`src/rtl/mul_arbiter_if.sv`:
```
// Purpose : handshake bundle between two requesters, one shared multiplier and two result ports.
// Latency : none; wires only.
// Backpr. : every channel is valid/ready; slave = arbiter side, master = requester/multiplier side.
// Ports   : in0_*/in1_* operand requests, mul_* multiplier issue/result, out*_* results, err_timeout.
interface mul_arbiter_if #(
    parameter int DATA_SIZE = 8
);
    logic                   in0_valid;
    logic [DATA_SIZE-1:0]   in0_a;
    logic [DATA_SIZE-1:0]   in0_b;
    logic                   in0_ready;
    logic                   in1_valid;
    logic [DATA_SIZE-1:0]   in1_a;
    logic [DATA_SIZE-1:0]   in1_b;
    logic                   in1_ready;

    logic                   mul_valid;
    logic [DATA_SIZE-1:0]   mul_a;
    logic [DATA_SIZE-1:0]   mul_b;
    logic                   mul_ready;
    logic                   mul_res_valid;
    logic [2*DATA_SIZE-1:0] mul_res;
    logic                   mul_res_ready;

    logic                   out0_valid;
    logic                   out1_valid;
    logic [2*DATA_SIZE-1:0] out_data;
    logic                   out0_ready;
    logic                   out1_ready;

    logic                   err_timeout;

    modport slave (
        input  in0_valid, in0_a, in0_b, in1_valid, in1_a, in1_b,
        output in0_ready, in1_ready,
        output mul_valid, mul_a, mul_b,
        input  mul_ready, mul_res_valid, mul_res,
        output mul_res_ready,
        output out0_valid, out1_valid, out_data,
        input  out0_ready, out1_ready,
        output err_timeout
    );

    modport master (
        output in0_valid, in0_a, in0_b, in1_valid, in1_a, in1_b,
        input  in0_ready, in1_ready,
        input  mul_valid, mul_a, mul_b,
        output mul_ready, mul_res_valid, mul_res,
        input  mul_res_ready,
        input  out0_valid, out1_valid, out_data,
        output out0_ready, out1_ready,
        input  err_timeout
    );
endinterface

```
`src/rtl/mul_arbiter.sv`:
```
// Purpose : round-robin arbiter sharing one multiplier between two requesters, one op in flight.
// Latency : accept -> issue -> capture -> out*_valid in the 4th cycle at best; WAIT aborts after TIMEOUT cycles.
// Backpr. : ready only in IDLE; mul_valid and out*_valid hold until accepted; err_timeout is a 1-cycle pulse.
// Ports   : clk, rst (sync, active-high), bus (mul_arbiter_if.slave).
module mul_arbiter #(
    parameter int DATA_SIZE = 8,
    parameter int TIMEOUT   = 64
) (
    input  logic         clk,
    input  logic         rst,
    mul_arbiter_if.slave bus
);
    // Counter value seen in the last WAIT cycle before an abort.
    localparam logic [7:0] TIMEOUT_LAST = 8'(TIMEOUT - 1);

    typedef enum logic [1:0] {IDLE, ISSUE, WAIT, DELIVER} state_t;

    state_t                 state_q,      state_d;
    logic                   last_grant_q, last_grant_d;
    logic                   owner_q,      owner_d;
    logic [DATA_SIZE-1:0]   op_a_q,       op_a_d;
    logic [DATA_SIZE-1:0]   op_b_q,       op_b_d;
    logic [2*DATA_SIZE-1:0] out_data_q,   out_data_d;
    logic [7:0]             cnt_q,        cnt_d;
    logic                   err_q,        err_d;

    logic grant;
    logic any_req;

    // On a tie the requester that did not complete last wins; otherwise
    // whichever is valid. With no request the value is irrelevant.
    always_comb begin
        any_req = bus.in0_valid | bus.in1_valid;
        if (bus.in0_valid && bus.in1_valid) begin
            grant = ~last_grant_q;
        end else begin
            grant = ~bus.in0_valid;
        end
    end

    always_comb begin
        state_d      = state_q;
        last_grant_d = last_grant_q;
        owner_d      = owner_q;
        op_a_d       = op_a_q;
        op_b_d       = op_b_q;
        out_data_d   = out_data_q;
        cnt_d        = cnt_q;
        err_d        = 1'b0;
        case (state_q)
            IDLE: begin
                if (any_req) begin
                    owner_d = grant;
                    op_a_d  = grant ? bus.in1_a : bus.in0_a;
                    op_b_d  = grant ? bus.in1_b : bus.in0_b;
                    state_d = ISSUE;
                end
            end
            ISSUE: begin
                if (bus.mul_ready) begin
                    cnt_d   = 8'd0;
                    state_d = WAIT;
                end
            end
            WAIT: begin
                cnt_d = cnt_q + 8'd1;
                // A result on the final allowed cycle still wins over the abort.
                if (bus.mul_res_valid) begin
                    out_data_d = bus.mul_res;
                    state_d    = DELIVER;
                end else if (cnt_q == TIMEOUT_LAST) begin
                    err_d        = 1'b1;
                    last_grant_d = owner_q;
                    state_d      = IDLE;
                end
            end
            DELIVER: begin
                if (owner_q ? bus.out1_ready : bus.out0_ready) begin
                    last_grant_d = owner_q;
                    state_d      = IDLE;
                end
            end
            default: state_d = IDLE;
        endcase
    end

    always_ff @(posedge clk) begin
        if (rst) begin
            state_q      <= IDLE;
            last_grant_q <= 1'b1;
            owner_q      <= 1'b0;
            op_a_q       <= '0;
            op_b_q       <= '0;
            out_data_q   <= '0;
            cnt_q        <= 8'd0;
            err_q        <= 1'b0;
        end else begin
            state_q      <= state_d;
            last_grant_q <= last_grant_d;
            owner_q      <= owner_d;
            op_a_q       <= op_a_d;
            op_b_q       <= op_b_d;
            out_data_q   <= out_data_d;
            cnt_q        <= cnt_d;
            err_q        <= err_d;
        end
    end

    assign bus.in0_ready     = (state_q == IDLE) && bus.in0_valid && !grant;
    assign bus.in1_ready     = (state_q == IDLE) && bus.in1_valid &&  grant;
    assign bus.mul_valid     = (state_q == ISSUE);
    assign bus.mul_a         = op_a_q;
    assign bus.mul_b         = op_b_q;
    assign bus.mul_res_ready = (state_q == WAIT);
    assign bus.out0_valid    = (state_q == DELIVER) && !owner_q;
    assign bus.out1_valid    = (state_q == DELIVER) &&  owner_q;
    assign bus.out_data      = out_data_q;
    assign bus.err_timeout   = err_q;
endmodule

```
`src/flat_wrapper.sv`:
```
// flat-port wrapper written by rule: the top's interface ports become plain ports
module mul_arbiter_flat 
#(
    parameter int DATA_SIZE = 8,
    parameter int TIMEOUT   = 64
)
  (clk, rst, bus_in0_valid, bus_in0_a, bus_in0_b, bus_in1_valid, bus_in1_a, bus_in1_b, bus_in0_ready, bus_in1_ready, bus_mul_valid, bus_mul_a, bus_mul_b, bus_mul_ready, bus_mul_res_valid, bus_mul_res, bus_mul_res_ready, bus_out0_valid, bus_out1_valid, bus_out_data, bus_out0_ready, bus_out1_ready, bus_err_timeout);
  mul_arbiter_if #(.DATA_SIZE(DATA_SIZE)) bus_i ();
  input  logic clk;
  input  logic rst;
  input wire logic [$bits(bus_i.in0_valid)-1:0] bus_in0_valid;
  input wire logic [$bits(bus_i.in0_a)-1:0] bus_in0_a;
  input wire logic [$bits(bus_i.in0_b)-1:0] bus_in0_b;
  input wire logic [$bits(bus_i.in1_valid)-1:0] bus_in1_valid;
  input wire logic [$bits(bus_i.in1_a)-1:0] bus_in1_a;
  input wire logic [$bits(bus_i.in1_b)-1:0] bus_in1_b;
  output wire logic [$bits(bus_i.in0_ready)-1:0] bus_in0_ready;
  output wire logic [$bits(bus_i.in1_ready)-1:0] bus_in1_ready;
  output wire logic [$bits(bus_i.mul_valid)-1:0] bus_mul_valid;
  output wire logic [$bits(bus_i.mul_a)-1:0] bus_mul_a;
  output wire logic [$bits(bus_i.mul_b)-1:0] bus_mul_b;
  input wire logic [$bits(bus_i.mul_ready)-1:0] bus_mul_ready;
  input wire logic [$bits(bus_i.mul_res_valid)-1:0] bus_mul_res_valid;
  input wire logic [$bits(bus_i.mul_res)-1:0] bus_mul_res;
  output wire logic [$bits(bus_i.mul_res_ready)-1:0] bus_mul_res_ready;
  output wire logic [$bits(bus_i.out0_valid)-1:0] bus_out0_valid;
  output wire logic [$bits(bus_i.out1_valid)-1:0] bus_out1_valid;
  output wire logic [$bits(bus_i.out_data)-1:0] bus_out_data;
  input wire logic [$bits(bus_i.out0_ready)-1:0] bus_out0_ready;
  input wire logic [$bits(bus_i.out1_ready)-1:0] bus_out1_ready;
  output wire logic [$bits(bus_i.err_timeout)-1:0] bus_err_timeout;
  assign bus_i.in0_valid = bus_in0_valid;
  assign bus_i.in0_a = bus_in0_a;
  assign bus_i.in0_b = bus_in0_b;
  assign bus_i.in1_valid = bus_in1_valid;
  assign bus_i.in1_a = bus_in1_a;
  assign bus_i.in1_b = bus_in1_b;
  assign bus_in0_ready = bus_i.in0_ready;
  assign bus_in1_ready = bus_i.in1_ready;
  assign bus_mul_valid = bus_i.mul_valid;
  assign bus_mul_a = bus_i.mul_a;
  assign bus_mul_b = bus_i.mul_b;
  assign bus_i.mul_ready = bus_mul_ready;
  assign bus_i.mul_res_valid = bus_mul_res_valid;
  assign bus_i.mul_res = bus_mul_res;
  assign bus_mul_res_ready = bus_i.mul_res_ready;
  assign bus_out0_valid = bus_i.out0_valid;
  assign bus_out1_valid = bus_i.out1_valid;
  assign bus_out_data = bus_i.out_data;
  assign bus_i.out0_ready = bus_out0_ready;
  assign bus_i.out1_ready = bus_out1_ready;
  assign bus_err_timeout = bus_i.err_timeout;
  mul_arbiter #(.DATA_SIZE(DATA_SIZE), .TIMEOUT(TIMEOUT)) u_core (.clk(clk), .rst(rst), .bus(bus_i));
endmodule
```
`config.mk`:
```
export PLATFORM = sky130hd
export DESIGN_NAME = mul_arbiter_flat
export DESIGN_NICKNAME = d
export VERILOG_FILES = /design/src/rtl/mul_arbiter_if.sv /design/src/rtl/mul_arbiter.sv /design/src/flat_wrapper.sv
export SDC_FILE = /design/constraint.sdc
export NUM_CORES = 1
export LEC_CHECK = 0
export CORE_UTILIZATION = 47
export CTS_BUF_LIST = sky130_fd_sc_hd__clkbuf_4
export DETAILED_ROUTE_END_ITERATION = 8
export GPL_ROUTABILITY_DRIVEN = 0
export HOLD_SLACK_MARGIN = 0.1
export PLACE_DENSITY_LB_ADDON = 0.1
export SYNTH_ARGS = -nofsm -noshare
export SYNTH_HDL_FRONTEND = slang
export SYNTH_SLANG_ARGS = --single-unit
```
`constraint.sdc`:
```
create_clock -name clk -period 3.29 [get_ports clk]
set_clock_uncertainty 0.2 [all_clocks]
set_input_delay 0.658 -clock clk [delete_from_list [all_inputs] [get_ports clk]]
set_output_delay 0.658 -clock clk [all_outputs]
set_load 0.01 [all_outputs]
```
==> flow_summary_export.csv, run 1 <==
group,metric,value,unit
floorplanning,start_util,49.6,%
clocking,clk_latency,0.35,ns
yosys,synthFlopType,"dfxtp_1",
grt,track_usage,24.1,%
yosys,ys_seq_area_share,41.1,%
layout,fill_cells,360,
layout,multiInputGateArea,1140,sq um
timing,min_period,3.03,ns
grt,grt_pass1_vias,2097,
layout,final_cell_mix,"clkdlybuf4s50_1 (93), dfxtp_1 (45), nand2_1 (41), a21oi_1 (41), o21ai_0 (20)",
layout,num_antenna_cells,0,
pwr,seq_power_share,51.9,%
timing,fmax,0.330,GHz
clocking,numCtsBuffers,5,
timing,tightest_slew,0.625,ns
clocking,cts_sinks,45,
pwr,p_int,0.836,mW
clocking,cts_root_buffer,"clkbuf_4",
pwr,power.density,375,nW/um^2
clocking,hold_buffers,0,
yosys,syn_inst,258,
setup_path,crit_path_frequent_cell,"clkdlybuf4s50_1",
placement,port_buffers,94,
setup_path,critical_path_class,"in2out",
yosys,yosysWarnings,0,
clocking,cts_max_level,2,
min_path,hp-class,"reg2reg",
setup_path,critPathRequiredTime,2.43,ns
timing,setup_tns,0,ns
floorplanning,core_area,4410,sq um
placement,dp_slack,0.260,ns
clocking,clock_path_buffers,2,
route,drc,0,
yosys,ys_ff_latch,45,
layout,layout-drive-gt1-share,7.60,%
status,outcome,"finished, final reports clean",
setup_path,critPathMaxStageDelay,0.54,ns
floorplanning,dieArea,4940,sq um
flow_run,max_cap_violations,0,
timing,finalCritPeriodShare,92.1,%
pwr,p_sw,0.345,mW
clocking,clkTransAtPathRegs,0.12,ns
timing,setup_viol,0,
floorplanning,core.rowCount,24,
floorplanning,fp.dieW,70.3,um
route,num_vias,2234,
setup_path,worstPathArrival,2.17,ns
setup_path,crit_family,"buffers and inverters",
pwr,p_sw_share,29.2,%
placement,hpwl,3990,um
timing,slew_headroom,58.2,%
clocking,cts_tree,"done",
yosys,yosysUniqueCellTypes,39,
grt,grt_max_degree,33,
setup_path,cp_num_buf_inv,2,
pwr,max-vdd-ir-drop,0.218,mV
pwr,leakagePower,1.06,nW
yosys,synth_edf_count,0,
timing,slew_violations,0,
route,drt-pass1-iter-count,4,
floorplanning,io_pins,95,
layout,regArea,901,sq um
layout,final_nets,398,
route,drt_iter0_markers,199,
floorplanning,die_h,70.3,um
grt,grt_pass1_wl,9590,um
grt,grt_antenna_before_repair,0,
layout,syn_to_final_growth,43.7,%
route,viasPerCell,5.67,
grt,grt.overflow.total,0,
route,wl,5710,um
setup_path,critical-path-slowest-cell,"clkdlybuf4s50_1",
yosys,synth_nets,315,
setup_path,startpoint_type,"primary input",
timing,rsz0062_at_grt,"false",
layout,final_common_cell,"clkdlybuf4s50_1",
setup_path,end_kind,"output port",
timing,hold_viol_final,0,
setup_path,crit_chain,"clkdlybuf4s50_1 > nor2b_1 > nand2b_1 > and3_1 > clkdlybuf4s50_1",
pwr,clkPwrFrac,21.2,%
yosys,netlist_area,2190,sq um
timing,fin_ws,0.260,ns
clocking,cts_setup_buffers,0,
route,wl_per_cell,14.5,um
yosys,syn_area_per_cell,8.49,sq um
yosys,synthArstFlopShare,0,%
pwr,combinationalPowerShare,26.9,%
clocking,post_cts_resized,0,
route,ant_nets,0,
setup_path,worst-path-max-fanout,3,
## power by group through the flow
stage               logic [mW]  registers [mW]  clock network, mW
floorplan                0.160           0.629                  0
global placement         0.313           0.624                  0
detailed placement       0.317           0.625                  0
CTS                      0.319           0.613              0.257
global route             0.343           0.620              0.282
finish                   0.317           0.613              0.250
## per-layer routing
metal  global-route usage (%)  vias up  share of wire [%]
met2                     41.1      105                 49
li1                         -     1109                  -
met1                     29.1     1005                 41
met5                        0        -                  0
met4                     8.44        0                2.2
met3                     6.49       15                7.6
## synth_stat cells, types with 2 or more instances
library cell,count,area (sq um)
dfxtp_1,45,901
a21oi_1,41,205
nand2_1,41,154
o21ai_0,20,100
nand3b_1,19,143
clkbuf_1,14,52.6
a311oi_2,9,135
nor2_1,8,30.0
a311oi_1,7,61.3
buf_2,5,25.0
inv_1,5,18.8
nand3_1,5,25.0
nor4_1,4,25.0
and3_1,3,18.8
buf_6,3,33.8
nor3_1,3,15.0
nand2b_1,2,12.5
or4_1,2,15.0
or4b_1,2,20.0
## state kept, by name, summed over array words and instances (netlist names)
name,count
u_core.bus.err_timeout,1
u_core.bus.mul_a,8
u_core.bus.mul_b,8
u_core.bus.out_data,16
u_core.cnt_q,8
u_core.last_grant_q,1
u_core.owner_q,1
u_core.state_q,2
## worst min-delay path: cells and delay by family, from the launching register on
kind / cells / cell delay (ns)
flops: 1 / 0.33
simple gates: 1 / 0.05
compound gates: 1 / 0.05
## kinds of logic (layout without fill, tap and decap cells)
| kind of cell | count (synthesis) | after routing | synth area share, % |
|---|---|---|---|
| flops | 45 | 45 | 41.1 |
| buf+inv | 28 | 112 | 6.86 |
| simple gates | 95 | 95 | 22.9 |
| mux | 2 | 2 | 0.971 |
| fa+ha+maj | 1 | 1 | 0.571 |
| compound gates | 87 | 87 | 27.6 |
## metrics by stage
step	utilization (%)	hold slack, ns	instance area, sq um	cells	power, mW
final	71.3	0.260	3150	394	1.18
after global routing	71.3	0.290	3150	394	1.25
after CTS	71.3	0.264	3150	394	1.19
after detailed placement	70.2	0.247	3100	386	0.941
after global placement	70.2	0.241	3100	386	0.937
after floorplan	-	0.281	2190	258	0.788
## path summary, 6_finish.rpt
kind                                                           from                             endpoint  slack (ns)  cells past startpoint
worst max-delay path                                  bus_in1_valid                        bus_in1_ready        0.26                      5
worst min-delay path            u_core.bus.out_data[3]$_SDFFE_PP0P_  u_core.bus.out_data[3]$_SDFFE_PP0P_        0.26                      2
worst max register to register         u_core.cnt_q[0]$_SDFFE_PP0P_         u_core.cnt_q[6]$_SDFFE_PP0P_        1.33                      4
worst min register to register  u_core.bus.out_data[3]$_SDFFE_PP0P_  u_core.bus.out_data[3]$_SDFFE_PP0P_        0.26                      2
## layout make-up
type	instances	area share, %
sequential	45	28.6
inverter	5	0.596
tap	52	2.07
clock inverter	3	0.398
multi-input combinational	185	36.2
timing repair buffer	99	30.9
clock buffer	5	1.19
Note: power is estimated with default switching activity, not from simulation.
==> run 2, diff against run 1 <==
--- a/config.mk
+++ b/config.mk
@@ -5,11 +5,12 @@
 export SDC_FILE = /design/constraint.sdc
 export NUM_CORES = 1
 export LEC_CHECK = 0
+export CORE_MARGIN = 2
 export CORE_UTILIZATION = 47
 export CTS_BUF_LIST = sky130_fd_sc_hd__clkbuf_4
 export DETAILED_ROUTE_END_ITERATION = 8
 export GPL_ROUTABILITY_DRIVEN = 0
-export HOLD_SLACK_MARGIN = 0.1
+export HOLD_SLACK_MARGIN = 0.08
 export PLACE_DENSITY_LB_ADDON = 0.1
 export SYNTH_ARGS = -nofsm -noshare
 export SYNTH_HDL_FRONTEND = slang
==> flow_summary_export.csv, run 2 (synthesized netlist as in run 1, its figures left out) <==
group,metric,value,unit
route,num_vias,2214,
layout,final_cell_mix,"clkdlybuf4s50_1 (93), dfxtp_1 (45), nand2_1 (41), a21oi_1 (41), o21ai_0 (20)",
route,ant_nets,0,
clocking,post_cts_resized,0,
timing,fmax,0.332,GHz
setup_path,worstPathArrival,2.15,ns
pwr,max-vdd-ir-drop,0.211,mV
setup_path,critical_path_class,"in2out",
timing,min_period,3.01,ns
floorplanning,core.rowCount,24,
setup_path,crit_path_frequent_cell,"clkdlybuf4s50_1",
setup_path,critPathRequiredTime,2.43,ns
clocking,cts_setup_buffers,0,
layout,layout-drive-gt1-share,8.19,%
setup_path,startpoint_type,"primary input",
clocking,clkTransAtPathRegs,0.14,ns
grt,grt_max_degree,33,
clocking,clock_path_buffers,2,
setup_path,worst-path-max-fanout,3,
min_path,holdPathStages,2,
setup_path,r2r-end,"u_core.cnt_q[7]$_SDFFE_PP0P_",
grt,grt_pass1_vias,2138,
timing,finalCritPeriodShare,91.5,%
route,drc,0,
timing,hold_viol_final,0,
route,viasPerCell,5.62,
flow_run,max_cap_violations,0,
timing,tightest_slew,0.608,ns
timing,slew_headroom,59.3,%
grt,grt_antenna_before_repair,0,
timing,slew_violations,0,
pwr,power.density,422,nW/um^2
setup_path,r2r_start,"u_core.state_q[1]$_SDFFE_PP0P_",
floorplanning,die_h,72.3,um
floorplanning,fp.dieW,72.3,um
layout,largest_register_ffs,16,
clocking,hold_buffers,0,
setup_path,critPathMaxStageDelay,0.52,ns
min_path,min-delay-start,"u_core.bus.out_data[14]$_SDFFE_PP0P_",
floorplanning,io_pins,95,
route,wl,5870,um
layout,fin_util,72.5,%
timing,setup_tns,0,ns
floorplanning,start_util,49.6,%
setup_path,critical-path-slowest-cell,"clkdlybuf4s50_1",
layout,final_common_cell,"clkdlybuf4s50_1",
clocking,cts_sinks,45,
placement,hpwl,4160,um
layout,final_nets,398,
layout,syn_to_final_growth,46.1,%
clocking,cts_max_level,2,
route,drt-pass1-iter-count,4,
timing,setup_viol,0,
clocking,cts_root_buffer,"clkbuf_4",
route,drt_iter0_markers,172,
min_path,min_to,"u_core.bus.out_data[14]$_SDFFE_PP0P_",
status,outcome,"finished, final reports clean",
clocking,cts_tree,"done",
setup_path,end_kind,"output port",
grt,grt.overflow.total,0,
min_path,hp-class,"reg2reg",
route,wl_per_cell,14.9,um
clocking,clk_latency,0.36,ns
grt,track_usage,22.7,%
setup_path,r2r_slack,1.32,ns
pwr,power,1.35,mW
setup_path,crit_chain,"clkdlybuf4s50_1 > nor2b_1 > nand2b_1 > and3_1 > clkdlybuf4s50_1",
pwr,leakagePower,1.08,nW
floorplanning,dieArea,5220,sq um
placement,port_buffers,94,
layout,num_antenna_cells,0,
setup_path,ff2ff_path_depth,3,
grt,grt_pass1_wl,9410,um
setup_path,cp-startpoint,"bus_in1_valid",
floorplanning,core_area,4410,sq um
clocking,numCtsBuffers,5,
timing,rsz0062_at_grt,"false",
-- run 2: cell count changes in the layout (fill, tap and decap cells not counted) --
cell	before	now
clkinv_1	2	0
bufinv_16	0	2
-- run 2: routing by layer --
| metal | part of all wire (%) | GRT usage (%) | up-vias | wire (um) |
|---|---|---|---|---|
| met5 | 0 | 0 | - | 0 |
| met2 | 48 | 38.2 | 87 | 2830 |
| met3 | 8.8 | 7.50 | 10 | 514 |
| li1 | - | - | 1111 | - |
| met4 | 1.9 | 8.81 | 0 | 114 |
| met1 | 41 | 26.6 | 1006 | 2410 |
-- run 2: how the worst max path moves through the flow --
stage	slack, ns	end	depth (start not counted)
CTS	0.26	bus_in1_ready	5
global placement	0.33	bus_in1_ready	5
detailed placement	0.26	bus_in1_ready	5
global route	0.17	bus_in1_ready	5
floorplan	1.20	bus_in1_ready	3
finish	0.28	bus_in1_ready	5
-- run 2: cell type report --
cell class	instances	area, sq um
flip-flops and latches	45	901
well taps	52	65.1
repair buffers	99	973
clock buffers	5	37.5
multi-input cells	185	1140
inverters	5	18.8
clock inverters	3	65.1
fillers	363	1210
-- run 2: metrics by stage --
stage                     setup slack (ns)  hold WS (ns)  cells  cell area [sq um]
after floorplan                       1.20         0.281    258               2190
after global placement               0.328         0.241    386               3100
after detailed placement             0.260         0.247    386               3100
after CTS                            0.263         0.265    394               3200
after global routing                 0.171         0.289    394               3200
final                                0.280         0.263    394               3200
-- run 2: critical path, delay by kind of cell --
kind / cells / cell delay [ns]
buffers and inverters: 2 / 1.00
and+or+nand+nor: 3 / 0.48
-- run 2: power by group --
group	internal, mW	total [mW]	switching (mW)
clock	0.235	0.418	0.183
combinational	0.176	0.318	0.141
sequential	0.582	0.614	0.0315
